===== config.mk =====
export PLATFORM = sky130hd
export DESIGN_NAME = op_ctrl
export DESIGN_NICKNAME = d
export VERILOG_FILES = /design/src/rtl/op_ctrl_pkg.sv /design/src/rtl/op_ctrl_decode.sv /design/src/rtl/op_ctrl.sv
export SDC_FILE = /design/constraint.sdc
export NUM_CORES = 1
export LEC_CHECK = 0
export CAP_MARGIN = 20
export CORE_MARGIN = 2
export CORE_UTILIZATION = 51
export CTS_CLUSTER_SIZE = 40
export DETAILED_ROUTE_END_ITERATION = 16
export GPL_TIMING_DRIVEN = 0
export PLACE_DENSITY_LB_ADDON = 0.15
export SLEW_MARGIN = 5
export SYNTH_ARGS = -nofsm -noshare
export SYNTH_HDL_FRONTEND = slang
export SYNTH_SLANG_ARGS = --single-unit

===== constraint.sdc =====
create_clock -name clock -period 2.7 [get_ports clock]
set_clock_uncertainty 0.2 [all_clocks]
set_input_delay 0.405 -clock clock [delete_from_list [all_inputs] [get_ports clock]]
set_output_delay 0.405 -clock clock [all_outputs]
set_load 0.01 [all_outputs]

===== src/rtl/op_ctrl_pkg.sv =====
// Shared definitions for the op_ctrl control unit: opcode/funct constants,
// ALU function codes, FSM state encoding and the decoded control word.
// Optional feature macro: OP_CTRL_TRAP_EN adds the TRAP state.
package op_ctrl_pkg;

  // Primary opcodes (instruction[31:26])
  localparam logic [5:0] OP_RTYPE = 6'h00;
  localparam logic [5:0] OP_BEQ   = 6'h04;
  localparam logic [5:0] OP_BNE   = 6'h05;
  localparam logic [5:0] OP_ADDI  = 6'h08;
  localparam logic [5:0] OP_ANDI  = 6'h0C;
  localparam logic [5:0] OP_ORI   = 6'h0D;

  // R-type funct field (instruction[5:0])
  localparam logic [5:0] FN_ADD = 6'h20;
  localparam logic [5:0] FN_SUB = 6'h22;
  localparam logic [5:0] FN_AND = 6'h24;
  localparam logic [5:0] FN_OR  = 6'h25;
  localparam logic [5:0] FN_SLT = 6'h2A;

  // ALU operation codes (MIPS funct encoding)
  localparam logic [5:0] ALU_ADD = 6'h20;
  localparam logic [5:0] ALU_SUB = 6'h22;
  localparam logic [5:0] ALU_AND = 6'h24;
  localparam logic [5:0] ALU_OR  = 6'h25;

  typedef enum logic [2:0] {
    ST_IDLE,
    ST_FETCH,
    ST_EXEC,
    ST_COMMIT,
    ST_HALTED
`ifdef OP_CTRL_TRAP_EN
    , ST_TRAP
`endif
  } state_t;

  // Decoded control word, gated by FSM state in the top level
  typedef struct packed {
    logic       rd_mux_s;
    logic       op2_mux_s;
    logic [5:0] alu_funct;
    logic       is_write;
    logic       is_beq;
    logic       is_bne;
    logic       is_halt;
    logic       is_illegal;
  } ctrl_t;

endpackage


===== src/rtl/op_ctrl_decode.sv =====
// Combinational instruction decoder: IR opcode/funct to control word.
module op_ctrl_decode
  import op_ctrl_pkg::*;
#(
  parameter logic [5:0] IR_HALT = 6'h3F
) (
  input  logic [5:0] ir_opcode,
  input  logic [5:0] ir_funct,
  output ctrl_t      ctrl
);

  // Map opcode/funct to selects, ALU code and instruction class flags
  always_comb begin
    ctrl = '0;
    if (ir_opcode == IR_HALT) begin
      ctrl.is_halt = 1'b1;
    end else begin
      case (ir_opcode)
        OP_RTYPE: begin
          case (ir_funct)
            FN_ADD, FN_SUB, FN_AND, FN_OR, FN_SLT: begin
              ctrl.rd_mux_s  = 1'b1;
              ctrl.alu_funct = ir_funct;
              ctrl.is_write  = 1'b1;
            end
            default: ctrl.is_illegal = 1'b1;
          endcase
        end
        OP_ADDI: begin
          ctrl.op2_mux_s = 1'b1;
          ctrl.alu_funct = ALU_ADD;
          ctrl.is_write  = 1'b1;
        end
        OP_ANDI: begin
          ctrl.op2_mux_s = 1'b1;
          ctrl.alu_funct = ALU_AND;
          ctrl.is_write  = 1'b1;
        end
        OP_ORI: begin
          ctrl.op2_mux_s = 1'b1;
          ctrl.alu_funct = ALU_OR;
          ctrl.is_write  = 1'b1;
        end
        OP_BEQ: begin
          ctrl.alu_funct = ALU_SUB;
          ctrl.is_beq    = 1'b1;
        end
        OP_BNE: begin
          ctrl.alu_funct = ALU_SUB;
          ctrl.is_bne    = 1'b1;
        end
        default: ctrl.is_illegal = 1'b1;
      endcase
    end
  end

endmodule


===== src/rtl/op_ctrl.sv =====
// Multi-cycle control unit for the op_aut datapath: FETCH/EXEC/COMMIT
// sequencing, IR latching, retired-instruction count.
// Optional feature macro: OP_CTRL_TRAP_EN (illegal output and TRAP state).
module op_ctrl
  import op_ctrl_pkg::*;
#(
  parameter logic [5:0]  IR_HALT = 6'h3F,
  parameter int unsigned CNT_W   = 16
) (
  input  logic             clock,
  input  logic             reset,
  input  logic             run,
  input  logic [5:0]       opcode,
  input  logic [5:0]       funct,
  input  logic             zero,
  output logic             load,
  output logic             write,
  output logic             rd_mux_s,
  output logic             op2_mux_s,
  output logic [5:0]       alu_funct,
  output logic             branch_mux_s,
  output logic             busy,
  output logic             halted,
  output logic [CNT_W-1:0] retired
`ifdef OP_CTRL_TRAP_EN
  ,
  output logic             illegal
`endif
);

  state_t     state_q, state_d;
  logic [5:0] ir_opcode, ir_funct;
  ctrl_t      ctrl;

  op_ctrl_decode #(.IR_HALT(IR_HALT)) u_decode (
    .ir_opcode(ir_opcode),
    .ir_funct (ir_funct),
    .ctrl     (ctrl)
  );

  // State register
  always_ff @(posedge clock or negedge reset) begin
    if (!reset) state_q <= ST_IDLE;
    else        state_q <= state_d;
  end

  // Instruction register, captured at the end of FETCH
  always_ff @(posedge clock or negedge reset) begin
    if (!reset) begin
      ir_opcode <= '0;
      ir_funct  <= '0;
    end else if (state_q == ST_FETCH) begin
      ir_opcode <= opcode;
      ir_funct  <= funct;
    end
  end

  // Retired counter: load is asserted exactly once per counted commit
  always_ff @(posedge clock or negedge reset) begin
    if (!reset)    retired <= '0;
    else if (load) retired <= retired + 1'b1;
  end

  // Next-state and state-gated outputs
  always_comb begin
    state_d      = state_q;
    load         = 1'b0;
    write        = 1'b0;
    rd_mux_s     = 1'b0;
    op2_mux_s    = 1'b0;
    alu_funct    = '0;
    branch_mux_s = 1'b0;
    busy         = 1'b0;
    halted       = 1'b0;
`ifdef OP_CTRL_TRAP_EN
    illegal      = 1'b0;
`endif
    case (state_q)
      ST_IDLE: begin
        if (run) state_d = ST_FETCH;
      end
      ST_FETCH: begin
        busy    = 1'b1;
        state_d = ST_EXEC;
      end
      ST_EXEC: begin
        busy      = 1'b1;
        rd_mux_s  = ctrl.rd_mux_s;
        op2_mux_s = ctrl.op2_mux_s;
        alu_funct = ctrl.alu_funct;
        state_d   = ST_COMMIT;
      end
      ST_COMMIT: begin
        busy         = 1'b1;
        rd_mux_s     = ctrl.rd_mux_s;
        op2_mux_s    = ctrl.op2_mux_s;
        alu_funct    = ctrl.alu_funct;
        branch_mux_s = (ctrl.is_beq & zero) | (ctrl.is_bne & ~zero);
        if (ctrl.is_halt) begin
          state_d = ST_HALTED;
`ifdef OP_CTRL_TRAP_EN
        end else if (ctrl.is_illegal) begin
          state_d = ST_TRAP;
`endif
        end else begin
          // Without trapping, unsupported encodings commit as a counted NOP
          load    = 1'b1;
          write   = ctrl.is_write & ~ctrl.is_illegal;
          state_d = run ? ST_FETCH : ST_IDLE;
        end
      end
      ST_HALTED: begin
        halted = 1'b1;
      end
`ifdef OP_CTRL_TRAP_EN
      ST_TRAP: begin
        illegal = 1'b1;
      end
`endif
      default: state_d = ST_IDLE;
    endcase
  end

endmodule


== Word-level counts from Yosys, hierarchy flattened ==
Index checks and enable logic that the tools add are counted.
Storage, ports and cells
  logic and storage cells: 64
  bits in registers: 31
  output and inout bits: 29
  input bits: 16
Cells by class
  $add $sub $neg: 1
  bitwise operators: 7
  mux-type cells: 27
  eq/ne operators: 16
  reductions and logical operators: 9
Operators by type and width (number)
  6-bit == test (second input constant): 6
  6-bit case mux with 5 select lines: 1
  6-bit by 4-bit == test with 1-bit output (second input constant): 3
  1-bit 2-to-1 mux: 18
  16-bit by 1-bit adder with 16-bit output (second input constant): 1
  3-bit case mux with 5 select lines: 1
  6-bit by 3-bit == test with 1-bit output (second input constant): 2
  11-bit 2-to-1 mux: 1
  5-bit OR reduction: 2
  7-bit 2-to-1 mux: 1
  3-bit by 2-bit == test with 1-bit output (second input constant): 2
  6-bit logical NOT: 1
  3-bit 2-to-1 mux: 2
  6-bit 2-to-1 mux: 1
  3-bit OR reduction: 2
  1-bit case mux with 2 select lines: 2
  2-bit OR reduction: 2
  1-bit AND: 3
  3-bit by 1-bit == test with 1-bit output (second input constant): 1
  3-bit == test (second input constant): 1
  3-bit logical NOT: 1
  1-bit NOT: 3
  2-bit inequality test (second input constant): 1
  2-bit AND reduction: 1
  1-bit OR: 1

== Logic depth before layout (Yosys ltp) ==
Gate-level depths: netlist of run 1.
  depth after elaboration: 9
  mapped depth: 5
  gate-level depth less buffers: 5

== Modules after synthesis ==
A second synthesis of run 1 with hierarchy kept.
Second synthesis, totals
  cell total of the unflattened synthesis: 150
  area, all modules: 1671.6 µm²
Modules (own cells, without submodules)
  op_ctrl: times used 1, seq. area each 775.7 µm², cells an instance 115, area each 1428.9 µm²
  op_ctrl_decode: times used 1, seq. area each 0.0 µm², cells an instance 35, area each 242.7 µm²

== Least setup slack after synthesis of run 1 ==
Ideal clock, no wire load.
  path kind: register to output
  start point: reg ir_opcode[2]
  end point: out alu_funct[3]
  buffers on the path: 1
  cell stages (with the launch flop): 6
  arrival: 1.359 ns
  slack: 0.736 ns
  data required time: 2.095 ns
  path through: dfrtp_1 > buf_2 > and4_4 > a211oi_2 > and3_1 > and2_1
Between the ends
  longest elaborated chain between the ends: 5
  elaborated cells between the ends (all ways): 11
  classes of those cells: eq/ne: 6; mux: 3; reduce/logical: 2
RTL lines
  from (decl): RTL line op_ctrl.sv:32  | logic [5:0] ir_opcode, ir_funct;
  from (signal assigned): RTL line op_ctrl.sv:53  | ir_opcode <= opcode;
  6-bit by 3-bit == test with 1-bit output: RTL line op_ctrl_decode.sv:18  | case (ir_opcode)
  2-bit OR reduction (no source line)
  6-bit case mux with 5 select lines: RTL line op_ctrl_decode.sv:18
  11-bit 2-to-1 mux (*): RTL line op_ctrl_decode.sv:15  | if (ir_opcode == IR_HALT) begin
  6-bit 2-to-1 mux (*): RTL line op_ctrl.sv:78  | case (state_q)
  to (decl): RTL line op_ctrl.sv:20  | output logic [5:0] alu_funct,
Mark *: on every way between the ends. The rest lies on a longest branch, timed or not.

== Worst setup path in the final report of run 1 ==
  start point: reg ir_funct[1]
  end point: out alu_funct[0]
Between the ends
  longest elaborated chain between the ends: 6
  elaborated cells between the ends (all ways): 10
  classes of those cells: eq/ne: 5; mux: 4; reduce/logical: 1
RTL lines
  from (decl): RTL line op_ctrl.sv:32
  from (signal assigned): RTL line op_ctrl.sv:54  | ir_funct <= funct;
  6-bit == test: RTL line op_ctrl_decode.sv:20  | case (ir_funct)
  5-bit OR reduction (*): RTL line op_ctrl_decode.sv:20
  7-bit 2-to-1 mux (*): RTL line op_ctrl_decode.sv:20
  6-bit case mux with 5 select lines (*): RTL line op_ctrl_decode.sv:18
  11-bit 2-to-1 mux (*): RTL line op_ctrl_decode.sv:15
  6-bit 2-to-1 mux (*): RTL line op_ctrl.sv:78
Marks and branches as above.

==> flow_summary.json, run 1 <==
{
  "status": "complete, no violations",
  "slew_headroom_pct": 54.9,
  "vias_per_cell": 5.46,
  "die_w_um": 59.6,
  "nFillCells": 239,
  "ff_latch_area_um2": 777,
  "numPortBuffers": 43,
  "setup.worst_path.class": "flip-flop to primary output",
  "hold_ws_ns": 0.271,
  "hold_depth": 1,
  "tightest_slew_ns": 0.676,
  "critPathTopFamily": "buffers and inverters",
  "drtAntennaViolNets": 0,
  "max-vdd-ir-drop_mv": 0.656,
  "reg2reg_to": "ir_opcode[5]$_DFFE_PN0P_",
  "syn_area_per_cell_um2": 11.1,
  "synth_fp_nets": 159,
  "hp-class": "flip-flop to flip-flop",
  "yosys_most_used_dff": "dfrtp_1",
  "drive_above_1_share_pct": 19.7,
  "met1_usage_pct": 27.2,
  "clk_latency_ns": 0.32,
  "finalSetupViolCount": 0,
  "dp_slack_ns": 0.209,
  "use_met2_pct": 31.6,
  "areaGrowthSynthToFinish_pct": 36.8,
  "synthMostInstantiatedCell": "dfrtp_1",
  "clockBufferDepth": 2,
  "boundaryPins": 45,
  "critical_path.cell_chain": "mux2_2 -> nor4_4 -> buf_4 -> nand3_1 -> a21oi_1 -> dlygate4sd2_1",
  "busiest_layer": "met2",
  "ys_types": 37,
  "async_flop_share_pct": 100,
  "vias": 1261,
  "timing.final.ws_setup_ns": 0.0779,
  "critPathCaptureType": "primary output",
  "multi_input_area_um2": 787,
  "arrival_ns": 2.02,
  "start_util_pct": 52.5,
  "seq_area_frac_synth_pct": 49.2,
  "period_share_pct": 97.1,
  "min-delay-start": "retired[15]$_DFFE_PN0P_",
  "synth_top_area_cell": "dfrtp_1",
  "cts_max_level": 2,
  "antenna_cells": 0,
  "drc": 0,
  "antenna_found_initial": 0,
  "fp-row-count": 20,
  "wirelength_um": 3290,
  "drtIter0Drc": 70,
  "clock_sinks": 31,
  "wl_per_cell_um": 14.2,
  "leakagePower_uw": 0.000965,
  "cp_max_fo": 4,
  "finalMaxSlewViolations": 0,
  "hold_end": "retired[15]$_DFFE_PN0P_",
  "path_clk_slew_ns": 0.08,
  "synthesis.area_mm2": 0.00158,
  "cp-start-kind": "flip-flop",
  "nets": 214,
  "grt_util_all_layers_pct": 20.3,
  "rrSetupSlack_ns": 0.89,
  "grt_pass1_wl_um": 5300,
  "worst-path-buf-inv": 2,
  "yosys_warnings": 0,
  "synthTopCellsByCount": "dfrtp_1, mux2_2, xnor2_1, nor2_1",
  "slowest_delay_ns": 0.40,
  "cts_root_buf": "clkbuf_4",
  "fin_util_pct": 71.9,
  "r2r_cells": 4,
  "fmax_mhz": 381,
  "cap_violations": 0,
  "cp.required_ns": 2.10,
  "synth_area_leaders": "dfrtp_1, mux2_2, xnor2_1",
  "use_met3_pct": 5.46,
  "power_density_mw_per_mm2": 879,
  "cp_slowest_cell": "dfrtp_1",
  "dpl.hpwl_um": 2370,
  "grt_overflow": 0,
  "post-route-min-period_ns": 2.62,
  "cts_buffers": 5,
  "die_height_um": 59.6,
  "synthesis.instances": 142,
  "coreArea_mm2": 0.00300,
  "hold_viol": 0,
  "grt_max_degree": 32,
  "power.total_uw": 1900,
  "cts_tree": "done",
  "r2r-start": "state_q[1]$_DFFE_PN0P_",
  "synth_top_area_share_pct": 49.2,
  "synth_seq_cells": 31,
  "grt_pass1_vias": 1189,
  "synth-edff-count": 0,
  "drt_pass1_iterations": 4,
  "place_congestion": 0.786,
  "dieArea_mm2": 0.00355
}
[worst max path at each step]
stage / cells past startpoint / to / slack, ns / startpoint
2_1_floorplan: 5 / alu_funct[3] / 0.74 / ir_opcode[2]$_DFFE_PN0P_
3_3_place_gp: 5 / write / 0.23 / ir_opcode[2]$_DFFE_PN0P_
3_5_place_dp: 5 / alu_funct[3] / 0.21 / ir_funct[1]$_DFFE_PN0P_
4_1_cts: 5 / write / -0.03 / ir_opcode[2]$_DFFE_PN0P_
5_1_grt: 6 / alu_funct[2] / -0.005 / ir_funct[1]$_DFFE_PN0P_
6_report: 6 / alu_funct[0] / 0.08 / ir_funct[1]$_DFFE_PN0P_
[cell usage in the layout (no fill, tap or decap), drive strengths merged, types with 2 or more instances in the layout]
cell,netlist,routed
and3,3,3
xor2,5,5
buf,4,9
xnor2,12,12
nor2,10,10
nor3,5,5
nor4,2,2
clkbuf,0,7
nand3,9,9
dfrtp,31,31
nand4,6,6
inv,5,5
and2,3,3
o211a,2,2
o21ai,2,2
dlygate4sd2,0,7
clkdlybuf4s50,0,34
mux2,12,12
a21oi,5,5
and4,3,3
nand2,9,9
o211ai,2,2
[sequential cells by signal, summed over array words and instances, names as in the netlist]
register   flops
retired       16
ir_funct       6
ir_opcode      6
state_q        3
[layer usage]
layer	up-vias	wire, um
li1	609	-
met1	601	1450
met2	46	1590
met3	5	209
met4	0	37
met5	-	0
[metrics by stage]
step | setup TNS [ns] | cells | instance area [um2]
floorplan | 0 | 142 | 1580
global placement | 0 | 218 | 2050
detailed placement | 0 | 218 | 2040
CTS | -0.0267 | 228 | 2130
global route | -0.00536 | 231 | 2160
finish | 0 | 231 | 2160
[worst register-to-register path, stage by stage (launching register included)]
cell	delay, ns
dfrtp_1	0.36
buf_2	0.17
nor3b_2	0.39
buf_4	0.25
mux2_2	0.34
[power by group]
part / internal (uW) / switching [uW] / leakage [uW]
registers: 618 / 165 / 0.000392
logic: 449 / 420 / 0.000544
clock network: 101 / 144 / 0.0000293
total: 1170 / 729 / 0.000965
[layout make-up]
cell class,instances,area share (%)
flip-flops and latches,31,36.0
repair buffers,48,21.3
well taps,33,1.91
plain buffers,4,1.16
inverters,5,0.870
clock buffers,7,2.09
clock inverters,1,0.232
multi-input cells,102,36.5
[kinds of logic (layout without fill, tap and decap cells)]
group	Yosys count	in the layout	synth area share, %
xor gates and xnor gates	17	17	9.44
AOI/OAI and AO/OA	16	16	7.30
DFF	31	31	49.2
muxes	12	12	8.56
adders and majority gates	1	1	0.793
other	1	1	0.238
buffers and inverters	9	65	2.78
and+or+nand+nor	55	55	21.7
[repair_timing]
action / 4_1_cts / 5_1_grt
hold buffers: 1 / 0
pin swaps: 1 / 2
endpoints found under the hold margin: 31 / 0
setup buffers: 1 / 3
gates resized for setup: 12 / 2
endpoints found under the setup margin: 9 / 3
No activity file was read; power rests on OpenSTA's default activity.
==> run 2: changes to the inputs <==
--- a/config.mk
+++ b/config.mk
@@ -7,7 +7,7 @@
 export LEC_CHECK = 0
 export CAP_MARGIN = 20
 export CORE_MARGIN = 2
-export CORE_UTILIZATION = 51
+export CORE_UTILIZATION = 33
 export CTS_CLUSTER_SIZE = 40
 export DETAILED_ROUTE_END_ITERATION = 16
 export GPL_TIMING_DRIVEN = 0
==> run 2 against run 1 <==
Compared with the run above: design area grew 5.7%; die area grew 51%; count of clock-buffer cells in the layout shrank 1; non-clock buffer count grew 1; cell count grew 9.5%; first-iteration DRC count shrank 10%; register-to-register slack lost 0.03 ns; sequential share of layout area shrank 2.0 points; critical path depth is the same; power grew 16%; critical endpoint is now alu_funct[2].
==> flow_summary.json, run 2 (same netlist as run 1, synthesis figures left out) <==
{
  "drtAntennaViolNets": 0,
  "start_util_pct": 33.9,
  "path_clk_slew_ns": 0.06,
  "nFillCells": 424,
  "largest_reg_flops": 16,
  "grt_util_all_layers_pct": 14.2,
  "top_register": "retired",
  "final_common_cell": "clkdlybuf4s50_1",
  "wl_met2_um": 1740,
  "fin_tns_setup_ns": 0,
  "slew_headroom_pct": 51.9,
  "topRoutingLayerUsed": "met3",
  "wl_met3_um": 147,
  "grt_max_degree": 32,
  "drtIter0Drc": 63,
  "dpl.hpwl_um": 2520,
  "fin_util_pct": 49.0,
  "arrival_ns": 1.98,
  "critPathCaptureType": "primary output",
  "power_density_mw_per_mm2": 961,
  "clock_sinks": 31,
  "setup.worst_path.class": "flip-flop to primary output",
  "ff_latch_area_um2": 777,
  "fmax_mhz": 387,
  "post-route-min-period_ns": 2.59,
  "critical_path.cell_chain": "mux2_2 -> nor4_4 -> buf_4 -> nand3_1 -> a21oi_1 -> dlygate4sd2_1",
  "die_w_um": 73.1,
  "nets": 215,
  "vias": 1239,
  "worst-path-buf-inv": 2,
  "numPortBuffers": 43,
  "largest_registers": "retired x16, ir_funct x6, ir_opcode x6",
  "drt_pass1_iterations": 4,
  "final_cell_mix": "clkdlybuf4s50_1, dfrtp_1, mux2_2, xnor2_1, nor2_1",
  "critPathLaunch": "ir_funct[1]$_DFFE_PN0P_",
  "min-delay-start": "retired[15]$_DFFE_PN0P_",
  "max-vdd-ir-drop_mv": 0.515,
  "fp-row-count": 25,
  "drive_above_1_share_pct": 20.6,
  "cts_tree": "done",
  "multi_input_area_um2": 787,
  "power.total_uw": 2190,
  "grt_overflow": 0,
  "antenna_cells": 0,
  "rsz0062_at_grt": "false",
  "antenna_found_initial": 0,
  "grt_pass1_vias": 1231,
  "r2r-start": "state_q[2]$_DFFE_PN0P_",
  "slowest_delay_ns": 0.38,
  "finalMaxSlewViolations": 0,
  "vias_per_cell": 4.90,
  "cts_root_buf": "clkbuf_8",
  "period_share_pct": 95.8,
  "cp_slowest_cell": "dfrtp_1",
  "cp-start-kind": "flip-flop",
  "finalSetupViolCount": 0,
  "drc": 0,
  "wl_met1_um": 1570,
  "cts_max_level": 2,
  "cp.required_ns": 2.10,
  "boundaryPins": 45,
  "wirelength_um": 3450,
  "cp_max_fo": 5,
  "dieArea_mm2": 0.00535,
  "hp-class": "flip-flop to flip-flop",
  "place_congestion": 0.786,
  "wl_per_cell_um": 13.7,
  "status": "complete, no violations",
  "cap_violations": 0,
  "tightest_slew_ns": 0.721,
  "critPathTopFamily": "buffers and inverters",
  "leakagePower_uw": 0.00103,
  "cts_buffers": 5,
  "clockBufferDepth": 2,
  "hold_viol": 0,
  "die_height_um": 73.1,
  "areaGrowthSynthToFinish_pct": 44.6,
  "grt_pass1_wl_um": 5690,
  "coreArea_mm2": 0.00466,
  "clk_latency_ns": 0.28
}
==> run 2: cell count changes in the layout (fill, tap and decap cells not counted) <==
cell	before	now
clkinv_2	1	0
clkbuf_4	5	0
bufinv_16	0	2
clkbuf_8	0	5
dlymetal6s2s_1	1	3
dlygate4sd2_1	7	5
clkbuf_1	2	1
buf_4	6	7
==> run 2: layout make-up <==
type,count,share of cell area [%]
clock buffer,6,3.18
multi-input combinational,102,34.5
sequential,31,34.0
tap,54,2.96
clock inverter,2,2.63
buffer,4,1.10
inverter,5,0.822
timing repair buffer,49,20.8
==> run 2: through the flow <==
stage	cell area, um2	hold WS (ns)	instances	worst slack (ns)
2_1_floorplan	1580	-0.0906	142	0.736
3_3_place_gp	2080	0.258	239	0.204
3_5_place_dp	2070	0.258	239	0.202
4_1_cts	2230	0.271	248	-0.0191
5_1_grt	2280	0.277	253	0.00416
6_report	2280	0.269	253	0.113
==> run 2: routing by layer <==
layer / vias to the layer above / GRT usage, %
li1: 611 / -
met1: 596 / 17.7
met2: 32 / 22.3
met3: 0 / 5.25
met4: 0 / 5.56
met5: - / 0
==> run 2: path summary, 6_finish.rpt <==
kind                                           end  slack (ns)  depth (start not counted)
max                                   alu_funct[2]        0.11                          6
min                        retired[15]$_DFFE_PN0P_        0.27                          1
max in group asynchronous   state_q[2]$_DFFE_PN0P_        1.28                          2
min in group asynchronous   retired[9]$_DFFE_PN0P_        0.51                          2
max reg2reg                 retired[1]$_DFFE_PN0P_        0.86                          5
min reg2reg                retired[15]$_DFFE_PN0P_        0.27                          1
==> run 2: repair_timing <==
| item | CTS | global route |
|---|---|---|
| pin swaps | 2 | 1 |
| setup endpoints to repair | 7 | 3 |
| setup buffers | 0 | 5 |
| hold buffers | 1 | 0 |
| hold endpoints to repair | 31 | 0 |
| gates resized for setup | 10 | 4 |
==> run 2: report_power, final <==
part,switching (uW),internal (uW),leakage (uW)
clock network,175,369,0.0000654
registers,160,619,0.000392
logic,407,462,0.000577
total,742,1450,0.00103
==> run 3: changes to the inputs <==
--- a/config.mk
+++ b/config.mk
@@ -6,6 +6,8 @@
 export NUM_CORES = 1
 export LEC_CHECK = 0
 export CAP_MARGIN = 20
+export CELL_PAD_IN_SITES_DETAIL_PLACEMENT = 0
+export CELL_PAD_IN_SITES_GLOBAL_PLACEMENT = 1
 export CORE_MARGIN = 2
 export CORE_UTILIZATION = 33
 export CTS_CLUSTER_SIZE = 40
==> run 3 against run 2 <==
Compared with the run above: power increased by 0.98%; worst setup slack got worse by 0.079 ns; sequential share of layout area is 0.13 points lower; register-to-register slack lost 0.03 ns; non-clock buffer count is the same; highest routed layer is now met4; critical endpoint is now alu_funct[5]; sequential power grew 0.5%; maximum frequency decreased by 3.0%; core utilization grew 0.11 points; critical path type unchanged.
==> flow_summary.json, run 3 (same netlist as run 1, synthesis figures left out) <==
{
  "status": "complete, no violations",
  "leakagePower_uw": 0.00103,
  "rrSetupSlack_ns": 0.83,
  "critPathTopFamily": "buffers and inverters",
  "ff_latch_area_um2": 776,
  "critPathLaunch": "ir_opcode[2]$_DFFE_PN0P_",
  "start_util_pct": 33.9,
  "numPortBuffers": 43,
  "critical_path.cell_chain": "buf_2 -> and4_4 -> a211oi_4 -> nand2_1 -> nor2_1 -> clkdlybuf4s50_1",
  "drtIter0Drc": 24,
  "top_register": "retired",
  "cp_max_fo": 9,
  "slew_headroom_pct": 52.1,
  "fmax_mhz": 375,
  "multi_input_area_um2": 792,
  "finalSetupViolCount": 0,
  "cp_slowest_cell": "clkdlybuf4s50_1",
  "power.total_uw": 2210,
  "drc": 0,
  "clock_sinks": 31,
  "largest_reg_flops": 16,
  "design_area_mm2": 0.00229,
  "setup.worst_path.class": "flip-flop to primary output",
  "r2r-start": "state_q[2]$_DFFE_PN0P_",
  "cts_max_level": 2,
  "placedInstanceArea_mm2": 0.00207,
  "tightest_slew_ns": 0.718,
  "slowest_delay_ns": 0.55,
  "coreArea_mm2": 0.00466,
  "post-route-min-period_ns": 2.67,
  "clockBufferDepth": 2,
  "die_w_um": 73.1,
  "wl_per_cell_um": 13.8,
  "r2r_cells": 5,
  "cts_tree": "done",
  "drive_above_1_share_pct": 20.6,
  "vias_per_cell": 5.04,
  "hold_viol": 0,
  "grt_pass1_wl_um": 5600,
  "arrival_ns": 2.06,
  "worst-path-buf-inv": 2,
  "rsz0062_at_grt": "true",
  "vias": 1275,
  "drtAntennaViolNets": 0,
  "final_cell_mix": "clkdlybuf4s50_1, dfrtp_1, mux2_2, xnor2_1, nor2_1",
  "finalMaxSlewViolations": 0,
  "dpl.hpwl_um": 2530,
  "areaGrowthSynthToFinish_pct": 45.0,
  "hp-class": "flip-flop to flip-flop",
  "wirelength_um": 3490,
  "crit_cells": 6,
  "cp.required_ns": 2.10,
  "fp-row-count": 25,
  "final_common_cell": "clkdlybuf4s50_1",
  "nFillCells": 432,
  "grt_max_degree": 32,
  "critPathCaptureType": "primary output",
  "power_density_mw_per_mm2": 968,
  "path_clk_slew_ns": 0.07,
  "clk_latency_ns": 0.29,
  "hold_ws_ns": 0.265,
  "max-vdd-ir-drop_mv": 0.367,
  "boundaryPins": 45,
  "drt_pass1_iterations": 4,
  "min-delay-start": "retired[15]$_DFFE_PN0P_",
  "nets": 215,
  "cap_violations": 0,
  "cp-start-kind": "flip-flop",
  "grt_util_all_layers_pct": 14.0,
  "period_share_pct": 98.8,
  "dieArea_mm2": 0.00535,
  "antenna_cells": 0,
  "grt_pass1_vias": 1144,
  "hold_depth": 1,
  "die_height_um": 73.1,
  "grt_overflow": 0,
  "cts_buffers": 5,
  "largest_registers": "retired x16, ir_funct x6, ir_opcode x6",
  "cts_root_buf": "clkbuf_8",
  "antenna_found_initial": 0,
  "place_congestion": 0.741
}
[run 3: cell types whose count changed in the layout (fill, tap and decap cells not counted), sizes merged]
cell and change:
clkdlybuf4s50 +1, dlygate4sd2 -1
[run 3: timing repair]
action | CTS | global route
hold buffers | 1 | 0
pin swaps | 2 | 2
gates resized for setup | 8 | 5
endpoints found under the setup margin | 7 | 5
hold endpoints to repair | 19 | 0
buffers inserted | 2 | 3
[run 3: cell type report]
cell class / count / area share (%)
repair buffers: 49 / 20.8
inverters: 5 / 0.821
well taps: 54 / 2.95
clock buffers: 6 / 3.17
flip-flops and latches: 31 / 33.9
multi-input cells: 102 / 34.6
plain buffers: 4 / 1.09
clock inverters: 2 / 2.63
[run 3: worst register-to-register path, stage by stage, from the launching register on]
cell,delay (ns)
dfrtp_1,0.49
nand3b_1,0.30
a21oi_4,0.17
buf_4,0.14
buf_4,0.14
mux2_2,0.33
[run 3: final timing paths]
path / endpoint
worst max register to register: retired[1]$_DFFE_PN0P_
max in group asynchronous: ir_opcode[0]$_DFFE_PN0P_
worst min register to register: retired[15]$_DFFE_PN0P_
worst max-delay path: alu_funct[5]
worst min-delay path: retired[15]$_DFFE_PN0P_
min in group asynchronous: retired[9]$_DFFE_PN0P_
[run 3: report_power, final]
part           switching, uW  total [uW]  internal, uW
clock                    185         554           369
combinational            411         877           466
sequential               164         783           619
total                    760        2210          1450
[run 3: metal layers]
layer  wire, um  part of all wire, %  global-route usage (%)
met1       1540                   44                    18.4
met2       1670                   48                    21.0
met3        224                  6.4                    4.70
met4         57                  1.6                    6.17
met5          0                    0                       0
[run 3: stage by stage]
| stage | utilization, % | cells | setup TNS (ns) | setup slack, ns |
|---|---|---|---|---|
| 2_1_floorplan | - | 142 | 0 | 0.736 |
| 3_3_place_gp | 44.5 | 239 | 0 | 0.205 |
| 3_5_place_dp | 44.4 | 239 | 0 | 0.191 |
| 4_1_cts | 48.2 | 250 | 0 | 0.0116 |
| 5_1_grt | 49.1 | 253 | -0.0386 | -0.0386 |
| 6_report | 49.1 | 253 | 0 | 0.0337 |
